==> src/rtl/gcd_pkg.sv <==
// Shared definitions for the round-robin GCD arbiter and its iterative core.
package gcd_pkg;

    typedef enum logic [1:0] {
        IDLE = 2'd0,
        CALC = 2'd1,
        DONE = 2'd2
    } state_e;

    localparam int DEFAULT_WIDTH   = 8;
    localparam int DEFAULT_NUM_REQ = 4;

endpackage

==> src/rtl/gcd_core.sv <==
// Iterative subtractive-Euclid datapath: loads operands on start, then takes one step per cycle.
module gcd_core
    import gcd_pkg::*;
#(
    parameter int WIDTH = DEFAULT_WIDTH
) (
    input  logic             clk,
    input  logic             rst,
    input  logic             start,
    input  logic [WIDTH-1:0] op_a,
    input  logic [WIDTH-1:0] op_b,
    output logic             done,
    output logic [WIDTH-1:0] result
);

    logic [WIDTH-1:0] a_q, a_d;
    logic [WIDTH-1:0] b_q, b_d;

    // Terminal once either operand is zero or both match; the registers then stay put.
    assign done   = (a_q == '0) || (b_q == '0) || (a_q == b_q);
    assign result = ((a_q == '0) || (b_q == '0)) ? (a_q | b_q) : a_q;

    always_comb begin
        // NOTE: every combinational output gets a default first so no latch is inferred.
        a_d = a_q;
        b_d = b_q;
        if (start) begin
            a_d = op_a;
            b_d = op_b;
        end else if (!done) begin
            if (a_q > b_q) begin
                a_d = a_q - b_q;
            end else begin
                b_d = b_q - a_q;
            end
        end
    end

    always_ff @(posedge clk) begin
        // NOTE: state registers use non-blocking assignment so every flop samples pre-edge values.
        if (rst) begin
            a_q <= '0;
            b_q <= '0;
        end else begin
            a_q <= a_d;
            b_q <= b_d;
        end
    end

endmodule

==> src/rtl/gcd_arbiter.sv <==
// Round-robin arbiter sharing one GCD core among NUM_REQ requesters, with a registered response channel.
module gcd_arbiter
    import gcd_pkg::*;
#(
    parameter  int NUM_REQ = DEFAULT_NUM_REQ,
    parameter  int WIDTH   = DEFAULT_WIDTH,
    localparam int IDW     = $clog2(NUM_REQ)
) (
    input  logic                     clk,
    input  logic                     rst,
    input  logic [NUM_REQ-1:0]       req_valid,
    output logic [NUM_REQ-1:0]       req_ready,
    input  logic [NUM_REQ*WIDTH-1:0] req_a,
    input  logic [NUM_REQ*WIDTH-1:0] req_b,
    output logic                     rsp_valid,
    input  logic                     rsp_ready,
    output logic [IDW-1:0]           rsp_id,
    output logic [WIDTH-1:0]         rsp_gcd,
    output logic                     busy
);

    state_e             state_q;
    logic [IDW-1:0]     rr_ptr_q;
    logic [IDW-1:0]     owner_q;
    logic [IDW-1:0]     grant_id;
    logic [IDW-1:0]     next_ptr;
    logic               grant_found;
    logic               transfer;
    logic [NUM_REQ-1:0] rot_valid;
    logic [2*NUM_REQ-1:0] valid2;
    int                 pos;
    logic               core_done;
    logic [WIDTH-1:0]   core_result;

    // Rotating a doubled copy puts requester rr_ptr at bit 0, so the first set bit wins.
    always_comb begin
        grant_found = 1'b0;
        grant_id    = '0;
        pos         = 0;
        req_ready   = '0;
        valid2      = {req_valid, req_valid};
        rot_valid   = NUM_REQ'(valid2 >> rr_ptr_q);
        if (state_q == IDLE && !rst) begin
            for (int k = 0; k < NUM_REQ; k++) begin
                if (!grant_found && rot_valid[k]) begin
                    grant_found = 1'b1;
                    pos         = int'(rr_ptr_q) + k;
                    if (pos >= NUM_REQ) pos = pos - NUM_REQ;
                    grant_id    = IDW'(pos);
                end
            end
            if (grant_found) req_ready = NUM_REQ'(1) << grant_id;
        end
    end

    assign transfer = |(req_valid & req_ready);
    assign next_ptr = (grant_id == IDW'(NUM_REQ - 1)) ? '0 : grant_id + 1'b1;
    assign busy     = (state_q != IDLE);

    gcd_core #(
        .WIDTH (WIDTH)
    ) u_core (
        .clk    (clk),
        .rst    (rst),
        .start  (transfer),
        .op_a   (req_a[grant_id*WIDTH +: WIDTH]),
        .op_b   (req_b[grant_id*WIDTH +: WIDTH]),
        .done   (core_done),
        .result (core_result)
    );

    always_ff @(posedge clk) begin
        if (rst) begin
            state_q   <= IDLE;
            rr_ptr_q  <= '0;
            owner_q   <= '0;
            rsp_valid <= 1'b0;
            rsp_id    <= '0;
            rsp_gcd   <= '0;
        end else begin
            case (state_q)
                IDLE: begin
                    if (transfer) begin
                        owner_q  <= grant_id;
                        rr_ptr_q <= next_ptr;
                        state_q  <= CALC;
                    end
                end
                CALC: begin
                    if (core_done) begin
                        rsp_valid <= 1'b1;
                        rsp_id    <= owner_q;
                        rsp_gcd   <= core_result;
                        state_q   <= DONE;
                    end
                end
                DONE: begin
                    if (rsp_ready) begin
                        rsp_valid <= 1'b0;
                        state_q   <= IDLE;
                    end
                end
                default: state_q <= IDLE;
            endcase
        end
    end

endmodule

==> config.mk <==
export PLATFORM = sky130hd
export DESIGN_NAME = gcd_arbiter
export DESIGN_NICKNAME = d
export VERILOG_FILES = /design/src/rtl/gcd_pkg.sv /design/src/rtl/gcd_core.sv /design/src/rtl/gcd_arbiter.sv
export SDC_FILE = /design/constraint.sdc
export NUM_CORES = 1
export LEC_CHECK = 0
export BUFFER_PORTS_ARGS = -buffer_cell sky130_fd_sc_hd__buf_4
export CAP_MARGIN = 20
export CELL_PAD_IN_SITES_DETAIL_PLACEMENT = 0
export CELL_PAD_IN_SITES_GLOBAL_PLACEMENT = 1
export CORE_MARGIN = 2
export CORE_UTILIZATION = 37
export DETAILED_ROUTE_END_ITERATION = 6
export GPL_ROUTABILITY_DRIVEN = 0
export PLACE_DENSITY = 0.87
export RECOVER_POWER = 50
export SYNTH_ARGS = -nofsm -noshare
export SYNTH_HDL_FRONTEND = slang
export SYNTH_SLANG_ARGS = --single-unit
==> constraint.sdc <==
create_clock -name clk -period 4.15 [get_ports clk]
set_input_delay 1.245 -clock clk [delete_from_list [all_inputs] [get_ports clk]]
set_output_delay 1.245 -clock clk [all_outputs]
set_load 0.02 [all_outputs]
# == Word level (Yosys, flattened, before mapping) ==
# Cells that the tools add are included.
# totals
register_bits,33
in_bits,71
output_inout_bits,16
word_cells,96
# op_classes
addsub,10
order_cmp,5
eq_ne,9
n_shift,4
mux,35
bitwise_logic,2
reduce_logical,23
# ops
op,n
variable part select 32 x 6 -> 8 bit,2
two-way mux 8 bit,7
two-way mux 2 bit,14
zero test 8 bit,2
subtractor 8 bit,2
two-way mux 1 bit,10
"!= test 2 bit, second input constant",5
">= comparator 3 bit, second input constant",3
== test 8 bit,1
greater-than comparator 8 bit,1
two-way mux 4 bit,2
bitwise OR 8 bit,1
AND reduction 2 bit,4
right shift 8 x 2 -> 4 bit,1
"subtractor 2 x 1 -> 2 bit, second input constant",4
"adder 2 x 2 -> 3 bit, second input constant",2
one-hot mux 2 bit (3 select lines),1
AND reduction 3 bit,2
nonzero test 2 bit,3
AND 4 bit,1
"== test 2 bit, second input constant",2
logical AND 1 bit,4
zero test 1 bit,4
OR reduction 4 bit,1
8 further kinds,9

# == Logic depth before layout (Yosys ltp) ==
# Gate-level depths: netlist (run 1).
# depth
ltp_word,22
mapped_depth,10

# == Cells and area by module ==
# A second synthesis (run 1) with hierarchy kept.
# unflattened
cells_unflattened,380
hier_area_um2,2987.9
# by_module_without_submodules
mod,instances,cells_each,area_per_inst_um2
gcd_core,1,190,1616.6
gcd_arbiter,1,190,1371.3

# == Least setup slack after synthesis (run 1) ==
# No wires, ideal clock.
# synth_path
kind,input port to output port
start,input req_valid[2]
end,output req_ready[3]
arrival_ns,2.573
t_required_ns,2.905
slack_ns,0.332
path_stages,7
n_path_buf,2
cell_sequence,mux2i_1 -> nor2_1 -> or3_1 -> buf_2 -> or3_4 -> buf_6 -> inv_1
# synth_via
elab_chain_len,18
# synth_rtl
item,line_no,rtl
"start, declared",gcd_arbiter.sv:11,"input logic [NUM_REQ-1:0] req_valid,"
right shift 8 x 2 -> 4 bit (*),gcd_arbiter.sv:42,rot_valid = NUM_REQ'(valid2 >> rr_ptr_q);
two-way mux 1 bit,gcd_arbiter.sv:45,if (!grant_found && rot_valid[k]) begin
two-way mux 1 bit,gcd_arbiter.sv:43,if (state_q == IDLE && !rst) begin
zero test 1 bit,gcd_arbiter.sv:45,
logical AND 1 bit,gcd_arbiter.sv:45,
two-way mux 1 bit,gcd_arbiter.sv:45,
two-way mux 1 bit,gcd_arbiter.sv:43,
zero test 1 bit,gcd_arbiter.sv:45,
[2 not listed],n/a,
two-way mux 1 bit,gcd_arbiter.sv:43,
zero test 1 bit,gcd_arbiter.sv:45,
logical AND 1 bit,gcd_arbiter.sv:45,
two-way mux 2 bit,gcd_arbiter.sv:45,
two-way mux 2 bit,gcd_arbiter.sv:43,
left shift 1 x 2 -> 4 bit,gcd_arbiter.sv:52,if (grant_found) req_ready = NUM_REQ'(1) << grant_id;
two-way mux 4 bit (*),gcd_arbiter.sv:52,
two-way mux 4 bit (*),gcd_arbiter.sv:43,
"end, declared",gcd_arbiter.sv:12,"output logic [NUM_REQ-1:0] req_ready,"
# Mark *: on every way between the ends. The rest lies on a longest branch, timed or not. The select of a mux whose other input is x is not followed.

# == Final worst setup path (run 1) ==
# layout_path
start,input req_valid[2]
end,output req_ready[1]
# Same word-level chain as after synthesis.

==> results of run 1 <==
## worst max path at each step
stage	startpoint	endpoint	slack, ns	cells past startpoint
after floorplan	req_valid[2]	req_ready[3]	0.33	7
after global placement	req_valid[2]	req_ready[1]	0.19	7
after detailed placement	req_valid[2]	req_ready[1]	0.17	7
after CTS	req_valid[2]	req_ready[1]	0.15	7
after global routing	req_valid[2]	req_ready[1]	0.06	7
final	req_valid[2]	req_ready[1]	0.13	7
## per-layer routing
layer | part of all wire (%) | global-route usage [%]
met4 | 1.5 | 5.05
met1 | 47 | 28.6
met3 | 5.2 | 3.90
met5 | 0 | 0
met2 | 46 | 32.3
## worst reg2reg max path, delay by kind of cell (launching register included)
| kind | cells | cell delay [ns] |
|---|---|---|
| flops | 1 | 0.43 |
| simple gates | 4 | 1.35 |
| compound gates | 1 | 0.24 |
| buf+inv | 2 | 0.35 |
| fa+ha+maj | 1 | 0.50 |
## kinds of logic after synthesis
| kind of cell | Yosys count |
|---|---|
| and+or+nand+nor | 104 |
| AOI/OAI and AO/OA | 97 |
| buffers and inverters | 44 |
| muxes | 36 |
| DFF | 33 |
| adders and majority gates | 25 |
| xor gates and xnor gates | 7 |
## sequential cells by signal, summed over array words and instances (netlist names)
name,cells
u_core.a_q,8
rsp_valid,1
rsp_gcd,8
owner_q,2
rr_ptr_q,2
rsp_id,2
state_q,2
u_core.b_q,8
## power groups by stage
stage	clock (mW)	sequential (mW)	combinational (mW)
after floorplan	0	0.550	1.44
after global routing	0.264	0.572	2.15
after detailed placement	0	0.560	1.96
final	0.246	0.555	1.94
after CTS	0.249	0.553	1.97
after global placement	0	0.559	1.93
## cell type report
class | count | area share [%]
multi-input cells | 269 | 54.3
flip-flops and latches | 33 | 18.5
repair buffers | 95 | 18.5
well taps | 99 | 3.47
inverters | 26 | 2.73
clock buffers | 5 | 1.93
clock inverters | 3 | 0.491
## per-stage QoR
step | utilization [%] | setup slack [ns] | hold WS (ns) | area, um^2
2_1_floorplan | - | 0.332 | 0.436 | 2800
3_3_place_gp | 48.5 | 0.192 | 0.457 | 3540
3_5_place_dp | 48.5 | 0.174 | 0.464 | 3540
4_1_cts | 49.7 | 0.153 | 0.473 | 3630
5_1_grt | 48.9 | 0.0567 | 0.503 | 3570
6_report | 48.9 | 0.127 | 0.472 | 3570
## placed cells by master (no fill, tap or decap), types with 4 or more instances in the layout
| cell type | netlist | routed |
|---|---|---|
| or3_1 | 5 | 5 |
| o21ai_0 | 16 | 16 |
| o221ai_1 | 5 | 5 |
| inv_1 | 26 | 26 |
| nor2_1 | 29 | 29 |
| mux2i_1 | 25 | 25 |
| dfxtp_1 | 33 | 33 |
| a21oi_1 | 17 | 17 |
| clkbuf_8 | 0 | 5 |
| a211oi_1 | 5 | 5 |
| o21bai_1 | 4 | 4 |
| buf_4 | 0 | 81 |
| or2_2 | 4 | 4 |
| nand2_1 | 18 | 18 |
| nor4_1 | 6 | 6 |
| ha_1 | 23 | 23 |
| o22ai_1 | 22 | 22 |
| nor2b_1 | 4 | 4 |
| o21a_1 | 5 | 5 |
| nor3_1 | 19 | 19 |
| o31ai_1 | 6 | 6 |
| mux2_2 | 11 | 11 |
| clkbuf_1 | 7 | 14 |
| xnor2_1 | 5 | 5 |
==> key figures, run 1 <==
Outcome
  – Status: complete, no violations

Yosys
  – Ys Warns: 0
  – Post-Synth Simple-Gate Area: 19.0%
  – Sequential area share after synthesis: 23.6%
  – Post-synth EDFFs: 0
  – Yosys top cell by area: dfxtp_1
  – Post-synth top area share: 23.6%
  – Most common flop cell mapped by yosys: dfxtp_1
  – Ys async rst share: 0%
  – Count leader, synth: dfxtp_1
  – Synth Area per Inst: 8.08 um^2
  – Post-Synth Adder-Cell Area: 11.7%
  – Unique masters post-synth: 52
  – Mapped Area: 2800 um^2
  – Synth Area in Compound Gates: 23.2%
  – Xor and xnor fraction of the mapped netlist area: 2.19%
  – Top cells by area, synth: dfxtp_1, ha_1, mux2i_1
  – Synth Register Bits: 33
  – Combinational family with the most area after synthesis: compound AO/OA/AOI/OAI gates
  – Synth Net Count: 442
  – Commonest cells post-synth: dfxtp_1, nor2_1, inv_1, mux2i_1, ha_1
  – Mapped Cells: 346
  – Post-synthesis mux area share: 13.4%

Timing
  – Setup violations, final: 0
  – Fin. max-slew vios: 0
  – Unrepaired setup endpoints after global routing: false
  – TNS Setup: 0 ns
  – Final Hold Viols: 0
  – Crit share post-route: 97.0%
  – Relative slew slack: 49.9%
  – Fmax: 249 MHz
  – Min Tclk post-route: 4.02 ns
  – Layout Skew: 0.00929 ns
  – Worst-Margin Slew: 0.749 ns

Die
  – Die width: 90.9 um
  – Die Area: 8270 um^2
  – Die height: 90.9 um
  – Core area: 7290 um^2
  – Row count: 31
  – Initial Utilization: 38.3%
  – Top-Level Pins: 87

Worst setup path
  – Crit-path leading delay family: simple AND/OR/NAND/NOR gates
  – Crit-path slowest cell: or3_1
  – Reg2reg setup slack: 1.18 ns
  – Critical path peak fanout: 7
  – Critical path launch point type: input pin
  – CP Capture Type: output pin
  – Worst reg2reg path startpoint: u_core.b_q[5]$_SDFFE_PP0P_
  – Worst r2r dst: u_core.b_q[6]$_SDFFE_PP0P_
  – CP arrival: 2.78 ns
  – Critical path class: in -> out
  – WP data required: 2.90 ns
  – Crit path top cell by count: or3_1
  – CP Buf/Inv Count: 3
  – Worst path cell trace: clkbuf_1 > mux2i_1 > nor2_1 > or3_1 > or3_1 > inv_1 > buf_4
  – Crit-path max cell delay: 0.52 ns
  – Reg2reg path depth: 8

Hold path
  – WHS Path Cells: 2
  – Hold Crit Class: reg -> reg
  – Hold Path Origin: owner_q[1]$_SDFFE_PP0P_
  – Hold path endpoint: owner_q[1]$_SDFFE_PP0P_

Power
  – Net switching power: 1.37 mW
  – VDD IR max: 322 uV
  – Leak pwr: 1.54 nW
  – Internal: 1.37 mW
  – Clk network pwr share: 9.0%
  – Power Total: 2.74 mW
  – Switching share of power: 50.1%
  – Logic gate share of total power: 70.8%
  – Pwr per Cell Area: 767 nW/um^2
  – Seq pwr share: 20.3%

Clock network
  – CTS buffer count: 5
  – CTS H-tree depth: 2
  – CTS sink cnt: 33
  – Clk buf depth: 2
  – CTS tree: built
  – Root buffer cell: clkbuf_8
  – Cts hold-fix bufs: 0
  – Cts repair resizes: 0
  – Clk Latency, worst-skew pair: 0.29 ns
  – Reg clk slew, reported paths: 0.08 ns
  – Setup Buffers After CTS: 0

Global route
  – Global route total overflow: 0
  – Total Routing Usage GR: 20.4%
  – First-pass GRT wire length: 13700 um
  – Largest net degree at the start of global routing: 23
  – Number of global-route vias before repair: 2756
  – Initial antenna violation count: 0

Run
  – Max_cap viols: 0

Detailed routing
  – Wirelength per Cell: 15.9 um
  – Via count: 2889
  – Number of antenna-violating nets in the routed design: 0
  – Drt pass-1 iters: 4
  – Remaining DRCs: 0
  – Vias per inst: 5.45
  – Final wirelength: 8420 um
  – Drt first-iter violations: 164

Final layout
  – Post-layout nets: 526
  – Fraction of layout cells with a size suffix above 1: 25.5%
  – ANT cells: 0
  – Area Overhead vs Synth: 27.6%
  – Register area: 661 um^2
  – FILL cells: 754
  – Multi-input gate area: 1940 um^2
  – Post-Layout Cell Count: 530

Placed design
  – HPWL after DPL: 6760 um
  – Buffers on Ports: 86
  – Placed cells: 522
(Power assumes the default switching activity.)
==> inputs of run 2 (changes only) <==
- CORE_UTILIZATION: 37 -> 40
- PLACE_DENSITY: 0.87 -> 0.93
- clock period: 4.15 -> 5.1 ns (I/O delays scaled with it)
==> key figures, run 2 (synthesis results as in run 1) <==
Clock network
  – CTS H-tree depth: 2 (unchanged)
  – Reg clk slew, reported paths: 0.06 ns (-0.02 ns)
  – Cts repair resizes: 0 (unchanged)
  – CTS buffer count: 5 (unchanged)
  – Clk buf depth: 2 (unchanged)
  – CTS tree: built
  – Setup Buffers After CTS: 0 (unchanged)
  – Clk Latency, worst-skew pair: 0.29 ns (about the same)
  – Root buffer cell: clkbuf_8
  – Cts hold-fix bufs: 0 (unchanged)
  – CTS sink cnt: 33 (unchanged)

Hold path
  – Hold Crit Class: reg -> reg
  – Hold path endpoint: owner_q[1]$_SDFFE_PP0P_
  – Hold Path Origin: owner_q[1]$_SDFFE_PP0P_
  – WHS Path Cells: 2 (unchanged)

Die
  – Die height: 87.6 um (-3.7%)
  – Core area: 6790 um^2 (-6.8%)
  – Die Area: 7680 um^2 (-7.2%)
  – Row count: 30 (-3.2%)
  – Die width: 87.6 um (-3.7%)
  – Top-Level Pins: 87 (unchanged)
  – Initial Utilization: 41.2% (+2.8 points)

Final layout
  – ANT cells: 0 (unchanged)
  – Post-Layout Cell Count: 523 (-1.3%)
  – Utilization after layout: 51.9% (+2.9 points)
  – Fraction of layout cells with a size suffix above 1: 24.6% (-0.93 points)
  – Area Overhead vs Synth: 26.0%
  – Commonest non-fill, non-tap cell in the layout: buf_4
  – FILL cells: 665 (-12%)
  – Most frequent cells in the layout: buf_4, dfxtp_1, nor2_1
  – Post-layout nets: 522 (-0.76%)
  – Top flop regs: rsp_gcd x8, u_core.a_q x8, u_core.b_q x8

Global route
  – Number of global-route vias before repair: 2848 (+3.3%)
  – Initial antenna violation count: 0 (unchanged)
  – First-pass GRT wire length: 13300 um (-3.4%)
  – Largest net degree at the start of global routing: 23 (unchanged)
  – Total Routing Usage GR: 21.8% (+1.4 points)
  – Global route total overflow: 0 (unchanged)

Worst setup path
  – WP data required: 3.57 ns (+0.67 ns)
  – CP arrival: 3.12 ns (+0.34 ns)
  – Critical path class: in -> out
  – Worst reg2reg path startpoint: u_core.a_q[5]$_SDFFE_PP0P_
  – Critical path launch point type: input pin
  – CP Capture Type: output pin
  – Reg2reg path depth: 7 (-1)
  – Worst path cell trace: clkbuf_1 > mux2i_1 > nor2_1 > or3_1 > or3_1 > inv_1 > buf_4
  – Reg2reg setup slack: 1.32 ns (+0.14 ns)
  – Worst r2r dst: rsp_gcd[0]$_SDFFE_PP0P_
  – Crit-path slowest cell: or3_1
  – Critical path peak fanout: 9 (+2)
  – Crit path top cell by count: or3_1
  – Crit-path max cell delay: 0.52 ns (about the same)

Run
  – Max_cap viols: 1 (+1)

Timing
  – Min Tclk post-route: 4.65 ns
  – Layout Skew: 0.00637 ns (-0.00292 ns)
  – Final Hold Viols: 0 (unchanged)
  – TNS Setup: 0 ns (unchanged)
  – Setup violations, final: 0 (unchanged)
  – Crit share post-route: 91.1%
  – Worst-Margin Slew: 2.01 ns (+1.26 ns)
  – Fmax: 215 MHz
  – Unrepaired setup endpoints after global routing: false
  – Relative slew slack: -34.7% (-85 points)
  – Fin. max-slew vios: 16 (+16)

Detailed routing
  – Final wirelength: 8070 um (-4.1%)
  – Remaining DRCs: 0 (unchanged)
  – Drt first-iter violations: 174 (+6.1%)
  – Vias per inst: 5.45 (about the same)
  – Number of antenna-violating nets in the routed design: 0 (unchanged)
  – Drt pass-1 iters: 4 (unchanged)
  – Wirelength per Cell: 15.4 um (-2.8%)
  – Via count: 2851 (-1.3%)

Placed design
  – Placed cells: 515 (-1.3%)
  – HPWL after DPL: 6530 um (-3.3%)
  – Buffers on Ports: 86 (unchanged)

Outcome
  – Failing checks: max-capacitance violations, max-slew violations
  – Status: finished, violations left

Power
  – VDD IR max: 264 uV (-18%)
  – Pwr per Cell Area: 624 nW/um^2 (-19%)
  – Leak pwr: 1.52 nW (-0.97%)
-- run 2: changes by cell type in the layout (fill, tap and decap cells not counted) --
| cell | before | now |
|---|---|---|
| a211oi_1 | 5 | 6 |
| clkbuf_1 | 14 | 15 |
| buf_4 | 81 | 77 |
| clkinvlp_4 | 1 | 0 |
| nand3_1 | 3 | 2 |
| nand3_2 | 0 | 1 |
| a211oi_4 | 1 | 0 |
-- run 2: cell type report --
type | instances | area [um^2] | area share (%)
repair buffers | 91 | 631 | 17.9
well taps | 96 | 120 | 3.41
inverters | 26 | 97.6 | 2.77
clock buffers | 6 | 72.6 | 2.06
multi-input cells | 269 | 1930 | 54.8
clock inverters | 2 | 10.0 | 0.284
flip-flops and latches | 33 | 661 | 18.8
-- run 2: stage by stage --
step / setup WS [ns] / cell area [um^2] / power, mW / hold WS [ns]
6_report: 0.454 / 3520 / 2.20 / 0.469
5_1_grt: 0.390 / 3520 / 2.39 / 0.514
4_1_cts: 0.478 / 3590 / 2.22 / 0.470
3_5_place_dp: 0.487 / 3510 / 2.02 / 0.462
3_3_place_gp: 0.523 / 3510 / 1.99 / 0.460
2_1_floorplan: 0.712 / 2800 / 1.62 / 0.436
-- run 2: worst max-delay path by stage --
| stage | slack, ns | depth (start not counted) | start | endpoint |
|---|---|---|---|---|
| finish | 0.45 | 7 | req_valid[2] | req_ready[1] |
| global route | 0.39 | 7 | req_valid[2] | req_ready[1] |
| CTS | 0.48 | 7 | req_valid[2] | req_ready[1] |
| floorplan | 0.71 | 7 | req_valid[2] | req_ready[3] |
| detailed placement | 0.49 | 7 | req_valid[2] | req_ready[1] |
| global placement | 0.52 | 7 | req_valid[2] | req_ready[1] |
-- run 2: metal layers --
layer / up-vias / share of wire (%) / track usage [%]
met4: 0 / 1.1 / 5.31
met5: - / 0 / 0
met1: 1343 / 47 / 28.9
met3: 12 / 4.7 / 3.77
met2: 72 / 47 / 37.1
li1: 1424 / - / -
-- run 2: power breakdown --
| part | switching, mW | internal [mW] | total, mW | leakage [nW] |
|---|---|---|---|---|
| combinational | 0.886 | 0.672 | 1.56 | 1.21 |
| clock | 0.0980 | 0.0945 | 0.193 | 0.0450 |
| sequential | 0.100 | 0.349 | 0.449 | 0.272 |
-- run 2: critical path, delay by kind of cell --
kind	cells	cell delay, ns
AND/OR/NAND/NOR	3	1.08
buffers and inverters	3	0.36
multiplexers	1	0.15
==> inputs of run 3 (changes only) <==
- CORE_UTILIZATION: 40 -> 34
- PLACE_DENSITY: 0.93 -> 0.84
- SKIP_CTS_REPAIR_TIMING: default -> 1
- clock period: 5.1 -> 3.93 ns (I/O delays scaled with it)
==> key figures, run 3 (synthesis results as in run 1) <==
Detailed routing
  – Remaining DRCs: 0 (unchanged)
  – Via count: 2830 (-0.74%)
  – Wirelength per Cell: 15.3 um (-1.0%)
  – Vias per inst: 5.26 (-3.5%)
  – Drt first-iter violations: 176 (+1.1%)
  – Drt pass-1 iters: 4 (unchanged)
  – Number of antenna-violating nets in the routed design: 0 (unchanged)
  – Final wirelength: 8220 um (+1.8%)

Clock network
  – CTS buffer count: 5 (unchanged)
  – CTS tree: built
  – CTS sink cnt: 33 (unchanged)
  – CTS H-tree depth: 2 (unchanged)
  – Reg clk slew, reported paths: 0.07 ns (about the same)
  – Root buffer cell: clkbuf_8
  – Clk Latency, worst-skew pair: 0.29 ns (about the same)
  – Clk buf depth: 2 (unchanged)

Timing
  – Setup violations, final: 0 (unchanged)
  – Worst-Margin Slew: 0.745 ns (-1.26 ns)
  – Fin. max-slew vios: 0 (-16)
  – Fmax: 267 MHz
  – Unrepaired setup endpoints after global routing: false
  – TNS Setup: 0 ns (unchanged)
  – Relative slew slack: 50.2% (+85 points)
  – Min Tclk post-route: 3.74 ns
  – Crit share post-route: 95.2%
  – Layout Skew: 0.00541 ns (-0.000961 ns)
  – Final Hold Viols: 0 (unchanged)

Worst setup path
  – Worst path cell trace: buf_4 > mux2i_1 > nor2_1 > or3_1 > or3_1 > inv_1 > buf_4
  – Crit-path slowest cell: or3_1
  – Critical path launch point type: input pin
  – Crit-path leading delay family: simple AND/OR/NAND/NOR gates
  – CP arrival: 2.56 ns (-0.56 ns)
  – CP Capture Type: output pin
  – Critical path peak fanout: 5 (-4)
  – CP Buf/Inv Count: 3 (unchanged)
  – Crit-path max cell delay: 0.44 ns (-0.08 ns)
  – Critical path class: in -> out
  – WP data required: 2.75 ns (-0.82 ns)

Die
  – Die Area: 8970 um^2 (+17%)
  – Initial Utilization: 34.6% (-6.6 points)
  – Core area: 8090 um^2 (+19%)
  – Die height: 94.7 um (+8.1%)
  – Row count: 33 (+10%)
  – Die width: 94.7 um (+8.1%)
  – Top-Level Pins: 87 (unchanged)

Final layout
  – Commonest non-fill, non-tap cell in the layout: buf_4
  – Fraction of layout cells with a size suffix above 1: 25.9% (+1.3 points)
  – FILL cells: 829 (+25%)
  – Post-layout nets: 528 (+1.1%)
  – Top flop regs: rsp_gcd x8, u_core.a_q x8, u_core.b_q x8
  – Multi-input gate area: 1940 um^2 (+0.65%)
  – Post-Layout Cell Count: 538 (+2.9%)
  – Most frequent cells in the layout: buf_4, dfxtp_1, nor2_1
  – Area Overhead vs Synth: 29.7%
  – ANT cells: 0 (unchanged)
  – Register area: 661 um^2 (unchanged)

Hold path
  – Hold Crit Class: reg -> reg

Power
  – Leak pwr: 1.57 nW (+2.7%)
  – Switching share of power: 48.0% (-1.3 points)
  – Internal: 1.54 mW (+38%)
  – Seq pwr share: 19.5% (-0.9 points)
  – VDD IR max: 376 uV (+42%)
  – Pwr per Cell Area: 817 nW/um^2 (+31%)
  – Net switching power: 1.42 mW (+31%)
  – Clk network pwr share: 11.3% (+2.5 points)
  – Logic gate share of total power: 69.2% (-1.6 points)

Global route
  – First-pass GRT wire length: 13400 um (+1.0%)
  – Largest net degree at the start of global routing: 23 (unchanged)
  – Number of global-route vias before repair: 2734 (-4.0%)
  – Total Routing Usage GR: 19.0% (-2.9 points)
  – Global route total overflow: 0 (unchanged)
  – Initial antenna violation count: 0 (unchanged)

Run
  – Max_cap viols: 0 (-1)

Placed design
  – Placed cells: 530 (+2.9%)
  – HPWL after DPL: 6670 um (+2.1%)
  – Buffers on Ports: 86 (unchanged)

Outcome
  – Status: complete, no violations
==> run 3: changes by cell type in the layout (fill, tap and decap cells not counted), sizes merged <==
cell	delta
bufinv	+1
buf	+6
clkinv	-2
clkbuf	+1
==> run 3: worst paths after layout <==
path                                   start                      end  slack, ns  depth (start not counted)
hold / removal       owner_q[1]$_SDFFE_PP0P_  owner_q[1]$_SDFFE_PP0P_       0.46                          2
setup reg to reg  u_core.a_q[5]$_SDFFE_PP0P_  rsp_gcd[0]$_SDFFE_PP0P_       1.03                          7
hold reg to reg      owner_q[1]$_SDFFE_PP0P_  owner_q[1]$_SDFFE_PP0P_       0.46                          2
setup / recovery                req_valid[2]             req_ready[1]       0.19                          7
==> run 3: layout make-up <==
cell class,count,area share [%]
Clock buffer,7,2.38
Clock inverter,1,0.828
Inverter,26,2.69
Multi-Input combinational cell,269,53.6
Sequential cell,33,18.2
Tap cell,105,3.62
Timing Repair Buffer,97,18.6
==> run 3: layer usage <==
metal / routed length [um] / GRT usage [%] / vias up
li1: - / - / 1446
met1: 3890 / 25.9 / 1324
met2: 3860 / 31.3 / 54
met3: 385 / 2.71 / 6
met4: 77 / 4.95 / 0
met5: 0 / 0 / -
==> run 3: tightest hold or removal path, stage by stage, from the launching register on <==
cell and delay [ns]:
dfxtp_1 0.31, nand2_1 0.05, a21oi_1 0.05
==> run 3: power groups by stage <==
stage                     sequential (mW)  clock [mW]  combinational (mW)
after floorplan                     0.581           0                1.52
after global routing                0.599       0.362                2.27
after CTS                           0.578       0.344                2.08
final                               0.579       0.335                2.05
after global placement              0.586           0                2.04
after detailed placement            0.585           0                2.07
==> run 3: metrics by stage <==
step | power, mW | utilization, % | hold slack (ns) | worst slack (ns) | area, um^2
2_1_floorplan | 2.10 | - | 0.436 | 0.244 | 2800
3_3_place_gp | 2.62 | 44.0 | 0.444 | 0.218 | 3560
3_5_place_dp | 2.65 | 44.0 | 0.452 | 0.220 | 3560
4_1_cts | 3.00 | 45.5 | 0.461 | 0.206 | 3680
5_1_grt | 3.23 | 44.8 | 0.489 | 0.142 | 3630
6_report | 2.96 | 44.8 | 0.459 | 0.188 | 3630
